<file path="src/rtl/uart_pkg.sv">
// Shared definitions for the FIFO-fed UART transmitter: FSM state encoding,
// 8N1 frame constants and the default bit period.
package uart_pkg;

  typedef enum logic [2:0] {
    ST_IDLE  = 3'd0,
    ST_READ  = 3'd1,
    ST_LATCH = 3'd2,
    ST_START = 3'd3,
    ST_DATA  = 3'd4,
    ST_STOP  = 3'd5
  } uart_state_e;

  localparam logic UART_START_BIT       = 1'b0;
  localparam logic UART_STOP_BIT        = 1'b1;
  localparam int   UART_DATA_BITS       = 8;
  localparam int   DEFAULT_CLKS_PER_BIT = 868;

endpackage

</file>
<file path="src/rtl/uart_bit_timer.sv">
// Bit-period timer: counts 0..CLKS_PER_BIT-1 and flags the last cycle of each
// bit period with a registered one-cycle pulse.
module uart_bit_timer #(
  parameter int CLKS_PER_BIT = 868
) (
  input  logic clk,
  input  logic reset,
  input  logic clear,
  output logic bit_done
);

  localparam int CW = (CLKS_PER_BIT > 2) ? $clog2(CLKS_PER_BIT) : 1;
  localparam logic [CW-1:0] LAST = CW'(CLKS_PER_BIT - 1);

  generate
    if (CLKS_PER_BIT < 2) begin : g_bad_period
      $error("uart_bit_timer: CLKS_PER_BIT must be at least 2");
    end
  endgenerate

  logic [CW-1:0] count_r;
  logic [CW-1:0] count_s;
  logic          bit_done_r;

  // next count: restart on clear or at the end of a bit period
  always_comb begin
    count_s = count_r;
    if (clear || (count_r == LAST)) begin
      count_s = {CW{1'b0}};
    end else begin
      count_s = count_r + CW'(1);
    end
  end

  // counter and done-pulse registers; the pulse is high while count_r == LAST
  always_ff @(posedge clk or negedge reset) begin
    if (!reset) begin
      count_r    <= {CW{1'b0}};
      bit_done_r <= 1'b0;
    end else begin
      count_r    <= count_s;
      bit_done_r <= (count_s == LAST);
    end
  end

  assign bit_done = bit_done_r;

endmodule

</file>
<file path="src/rtl/fifo_uart_tx.sv">
// Drains fifo_sync one byte at a time and serialises each byte as an 8N1 UART
// frame on tx; the next pop is issued only after the stop bit has completed.
module fifo_uart_tx
  import uart_pkg::*;
#(
  parameter int CLKS_PER_BIT = DEFAULT_CLKS_PER_BIT
) (
  input  logic        clk,
  input  logic        reset,
  input  logic        fifo_empty,
  input  logic [7:0]  fifo_data,
  output logic        fifo_rd_en,
  output logic        tx,
  output logic        busy,
  output logic [15:0] byte_count
);

  uart_state_e state_r, state_s;
  logic [7:0]  shift_r, shift_s;
  logic [2:0]  idx_r, idx_s;
  logic        tx_r, tx_s;
  logic        rd_en_r, rd_en_s;
  logic        busy_r;
  logic [15:0] count_r, count_s;
  logic        timer_clear_s;
  logic        bit_done_s;

  uart_bit_timer #(
    .CLKS_PER_BIT(CLKS_PER_BIT)
  ) u_bit_timer (
    .clk     (clk),
    .reset   (reset),
    .clear   (timer_clear_s),
    .bit_done(bit_done_s)
  );

  // timer is held at zero until the start bit begins
  always_comb begin
    timer_clear_s = 1'b0;
    if ((state_r == ST_IDLE) || (state_r == ST_READ) || (state_r == ST_LATCH)) begin
      timer_clear_s = 1'b1;
    end else begin
      timer_clear_s = 1'b0;
    end
  end

  // next-state and next-output logic
  always_comb begin
    state_s = state_r;
    shift_s = shift_r;
    idx_s   = idx_r;
    tx_s    = tx_r;
    rd_en_s = 1'b0;
    count_s = count_r;
    case (state_r)
      ST_IDLE: begin
        tx_s = UART_STOP_BIT;
        if (!fifo_empty) begin
          rd_en_s = 1'b1;
          state_s = ST_READ;
        end else begin
          state_s = ST_IDLE;
        end
      end
      ST_READ: begin
        state_s = ST_LATCH;
      end
      ST_LATCH: begin
        shift_s = fifo_data;
        tx_s    = UART_START_BIT;
        state_s = ST_START;
      end
      ST_START: begin
        if (bit_done_s) begin
          tx_s    = shift_r[0];
          idx_s   = 3'd0;
          state_s = ST_DATA;
        end else begin
          state_s = ST_START;
        end
      end
      ST_DATA: begin
        // shift register moves right so the next bit is always at shift_r[1]
        if (bit_done_s) begin
          if (idx_r == 3'(UART_DATA_BITS - 1)) begin
            tx_s    = UART_STOP_BIT;
            state_s = ST_STOP;
          end else begin
            tx_s    = shift_r[1];
            shift_s = {1'b0, shift_r[7:1]};
            idx_s   = idx_r + 3'd1;
          end
        end else begin
          state_s = ST_DATA;
        end
      end
      ST_STOP: begin
        if (bit_done_s) begin
          count_s = count_r + 16'd1;
          state_s = ST_IDLE;
        end else begin
          state_s = ST_STOP;
        end
      end
      default: begin
        tx_s    = UART_STOP_BIT;
        state_s = ST_IDLE;
      end
    endcase
  end

  // state and registered outputs
  always_ff @(posedge clk or negedge reset) begin
    if (!reset) begin
      state_r <= ST_IDLE;
      shift_r <= 8'h00;
      idx_r   <= 3'd0;
      tx_r    <= UART_STOP_BIT;
      rd_en_r <= 1'b0;
      busy_r  <= 1'b0;
      count_r <= 16'h0000;
    end else begin
      state_r <= state_s;
      shift_r <= shift_s;
      idx_r   <= idx_s;
      tx_r    <= tx_s;
      rd_en_r <= rd_en_s;
      busy_r  <= (state_s != ST_IDLE);
      count_r <= count_s;
    end
  end

  assign fifo_rd_en = rd_en_r;
  assign tx         = tx_r;
  assign busy       = busy_r;
  assign byte_count = count_r;

endmodule

</file>
<file path="config.mk">
export PLATFORM = sky130hd
export DESIGN_NAME = fifo_uart_tx
export DESIGN_NICKNAME = d
export VERILOG_FILES = /design/src/rtl/uart_pkg.sv /design/src/rtl/uart_bit_timer.sv /design/src/rtl/fifo_uart_tx.sv
export SDC_FILE = /design/constraint.sdc
export NUM_CORES = 1
export LEC_CHECK = 0
export ABC_AREA = 0
export BUFFER_PORTS_ARGS = -buffer_cell sky130_fd_sc_hd__buf_2
export CAP_MARGIN = 20
export CELL_PAD_IN_SITES_DETAIL_PLACEMENT = 0
export CELL_PAD_IN_SITES_GLOBAL_PLACEMENT = 1
export CORE_ASPECT_RATIO = 1.4
export CORE_MARGIN = 2
export CORE_UTILIZATION = 48
export CTS_CLUSTER_SIZE = 10
export DETAILED_ROUTE_END_ITERATION = 10
export GPL_ROUTABILITY_DRIVEN = 0
export PLACE_DENSITY = 0.95
export RECOVER_POWER = 25
export SLEW_MARGIN = 40
export SYNTH_ARGS = -nofsm -noshare
export SYNTH_HDL_FRONTEND = slang
export SYNTH_HIERARCHICAL = 1
export SYNTH_SLANG_ARGS = --single-unit
</file>
<file path="constraint.sdc">
create_clock -name clk -period 4.95 [get_ports clk]
set_clock_uncertainty 0.05 [all_clocks]
set_input_delay 0.495 -clock clk [delete_from_list [all_inputs] [get_ports clk]]
set_output_delay 0.495 -clock clk [all_outputs]
set_load 0.01 [all_outputs]
</file>
==> flow_summary_export.csv <==
group,metric,value,unit
clocking,cts-root-buf,"clkbuf_8",
power_and_ir_drop,switching_share,20.3,%
setup_path,rr_startpoint,"idx_r[0]",
place,placed_cell_area,2350,sq um
power_and_ir_drop,seqPwrFrac,56.1,%
finish,most-common-layout-cells,"43 x dfrtp_1, 28 x buf_2, 18 x nand2_1, 18 x nor2_1, 15 x xnor2_1",
routing,wl_met1,1.63,mm
setup_path,path_max_fanout,44,
synthesis,synth-simple-area-share,22.5,%
place,placedCellCount,281,
min_path,hold_depth,2,
routing,num_vias,1559,
setup_path,crit_path_end_kind,"async pin",
synthesis,synth_compound_area_share,10.8,%
routing,route.met3.wl,134,um
routing,drt_iter0_markers,92,
clocking,cts_inserted_buffers,5,
floorplan,core_area,4270,sq um
setup_path,cp-start-kind,"input pin",
finish,syn_to_final_growth,13.3,%
power_and_ir_drop,pwr_density_cell,265,nW/um^2
synthesis,ys.flop_type,"dfrtp_1",
floorplan,io_pins,30,
place,portBuffers,29,
clocking,ctsHoldBuffers,0,
floorplan,chipHeight,83.5,um
floorplan,row_count,28,
timing,hold_viol,0,
routing,drc,0,
routing,top_layer,"met4",
setup_path,crit_buf_inv,1,
timing,max_slew_margin,-52.1,%
setup_path,worstPathCellList,"clkbuf_1",
clocking,path_clk_slew,80,ps
setup_path,critPathKind,"in -> async",
routing,ant_nets,0,
finish,nFillCells,385,
power_and_ir_drop,p_clk_share,41.5,%
routing,drt_wl_total,3.70,mm
grt,grt_max_degree,45,
finish,fin_cells,289,
clocking,cts_tree,"built",
clocking,h-tree-depth,2,
clocking,clk_latency,290,ps
timing,setup_viol,0,
clocking,clockBufferDepth,2,
setup_path,cp_top_family,"buffers and inverters",
power_and_ir_drop,ir_drop,0.000188,V
finish,fin_area,2450,sq um
grt,grt_util_all_layers,16.3,%
synthesis,synth_top_family_by_area,"simple AND/OR/NAND/NOR gates",
setup_path,reg2regPathDepth,5,
routing,wl_met2,1.84,mm
floorplan,dieArea,5070,sq um
timing,fin_setup_tns,0,ps
synthesis,synth_edf_count,0,
synthesis,syn_area,2170,sq um
synthesis,synth_cells,200,
min_path,min_from,"fifo_empty",
synthesis,yosys.area_share.adder,2.31,%
setup_path,r2r-end,"shift_r[7]",
finish,drive_gt1_share,21.8,%
synthesis,seq_area_frac_synth,50.9,%
grt,globalRouteOverflowTotal,0,
synthesis,avgSynthCellArea,10.8,sq um
finish,final_common_cell,"dfrtp_1",
min_path,hold_path.class,"in -> reg",
timing,rsz0062_at_grt,"false",
setup_path,slowest_delay,1590,ps
setup_path,critPathSlowestCell,"clkbuf_1",
power_and_ir_drop,power,650,uW
grt,first_global_vias,1490,
timing,slew_viol_final,45,
clocking,clock-sinks,44,
grt,grt_antenna_before_repair,0,
run_status,failed_checks,"capacitance limit, slew limit",
floorplan,start_util,50.7,%
synthesis,ys_seq_elements,44,
finish,fin_nets,243,
synthesis,yosysWarnings,6,
synthesis,syn-num-nets,215,
clocking,ctsResizeCount,0,
timing,worst_pin_slew,2280,ps
power_and_ir_drop,intPower,518,uW
timing,final.period_utilization,45.1,%
power_and_ir_drop,power.share.combinational,2.4,%
setup_path,arrival,2120,ps
flow_run,cap_violations,1,
synthesis,synthArstFlopShare,100,%
grt,grt_pass1_wl,6.39,mm
clocking,cts_setup_buffers,0,
routing,dr.pass1.iters,4,
run_status,status,"finished, violations left",
synthesis,muxShareOfSynthArea,3.76,%
setup_path,cp.required,4840,ps
synthesis,synth_xor_area_share,7.68,%
place,hpwlAfterDp,2.60,mm
routing,wl_per_cell,12.8,um
floorplan,die_w,60.8,um
timing,min_period,2230,ps
timing,max_freq,448,MHz
synthesis,synthDistinctLibCells,47,
power_and_ir_drop,power.switching,132,uW
setup_path,ff2ff_setup_slack,3020,ps
min_path,hold_path_end,"fifo_rd_en",
power_and_ir_drop,p_leak,1.14,nW
routing,viasPerCell,5.39,
finish,diodes,0,
==> per-stage QoR <==
step | hold slack (ps) | utilization [%] | worst slack [ps]
after CTS | 146 | 57.5 | 2990
final | 328 | 57.4 | 2720
after global placement | 407 | 54.9 | 3070
after floorplan | 149 | - | 3210
after detailed placement | 416 | 55.0 | 3020
after global routing | 324 | 57.4 | 2150
==> kinds of logic (layout without fill, tap and decap cells) <==
logic type / count (synthesis) / after routing
adder cells (fa/ha/maj): 4 / 4
flip-flops: 44 / 44
AO/OA/AOI/OAI: 34 / 34
AND/OR/NAND/NOR: 81 / 81
XOR/XNOR: 19 / 19
multiplexers: 8 / 8
buffers and inverters: 10 / 39
==> power by group through the flow <==
stage,combinational (mW),clock (mW),sequential (mW)
floorplan,0.00464,0,0.371
finish,0.0154,0.270,0.364
global placement,0.0164,0,0.371
CTS,0.0167,0.279,0.364
global route,0.0186,0.291,0.365
detailed placement,0.0166,0,0.372
==> cell type report <==
class / count / area, sq um / share of cell area (%)
clock buffer: 6 / 72.6 / 2.96
clock inverter: 2 / 35.0 / 1.43
multi-input combinational: 146 / 1020 / 41.5
tap: 60 / 75.1 / 3.06
timing repair buffer: 29 / 144 / 5.86
sequential: 44 / 1100 / 44.9
inverter: 2 / 7.51 / 0.306
==> how the worst max path moves through the flow <==
stage / startpoint / end / slack (ps) / depth (start not counted)
finish: reset / idx_r[1] / 2720 / 1
global route: reset / u_bit_timer/count_r[8] / 2150 / 1
CTS: idx_r[0] / shift_r[7] / 2990 / 5
detailed placement: idx_r[0] / shift_r[7] / 3020 / 5
global placement: idx_r[0] / shift_r[7] / 3070 / 5
floorplan: u_bit_timer/count_r[0] / u_bit_timer/bit_done / 3210 / 5
==> layer usage <==
| metal | GRT usage (%) | up-vias |
|---|---|---|
| li1 | - | 767 |
| met1 | 19.8 | 752 |
| met3 | 3.26 | 8 |
| met4 | 8.50 | 0 |
| met5 | 0 | - |
| met2 | 26.5 | 32 |
==> synthesized netlist by cell type (2+ instances only) <==
master | count | area, sq um
dfrtp_1 | 43 | 1080
nand2_1 | 18 | 67.6
nor2_1 | 18 | 67.6
xnor2_1 | 15 | 131
a21oi_1 | 14 | 70.1
nand3_1 | 13 | 65.1
mux2i_1 | 7 | 70.1
o21ai_0 | 7 | 35.0
nand4_1 | 5 | 31.3
clkbuf_1 | 4 | 15.0
ha_1 | 4 | 50.1
nor3_1 | 4 | 20.0
xor2_1 | 4 | 35.0
nor2b_1 | 3 | 18.8
a32o_1 | 2 | 20.0
and3_1 | 2 | 12.5
buf_2 | 2 | 10.0
inv_1 | 2 | 7.51
nand2b_1 | 2 | 12.5
nor3_4 | 2 | 32.5
o211ai_1 | 2 | 15.0
or3_1 | 2 | 12.5
==> state kept, by name, summed over array words and instances (netlist names) <==
name                  cells
byte_count               16
fifo_rd_en                1
state_r                   3
shift_r                   8
busy                      1
u_bit_timer/bit_done      1
tx                        1
u_bit_timer/count_r      10
idx_r                     3
Power figures use the tool's default switching activity.
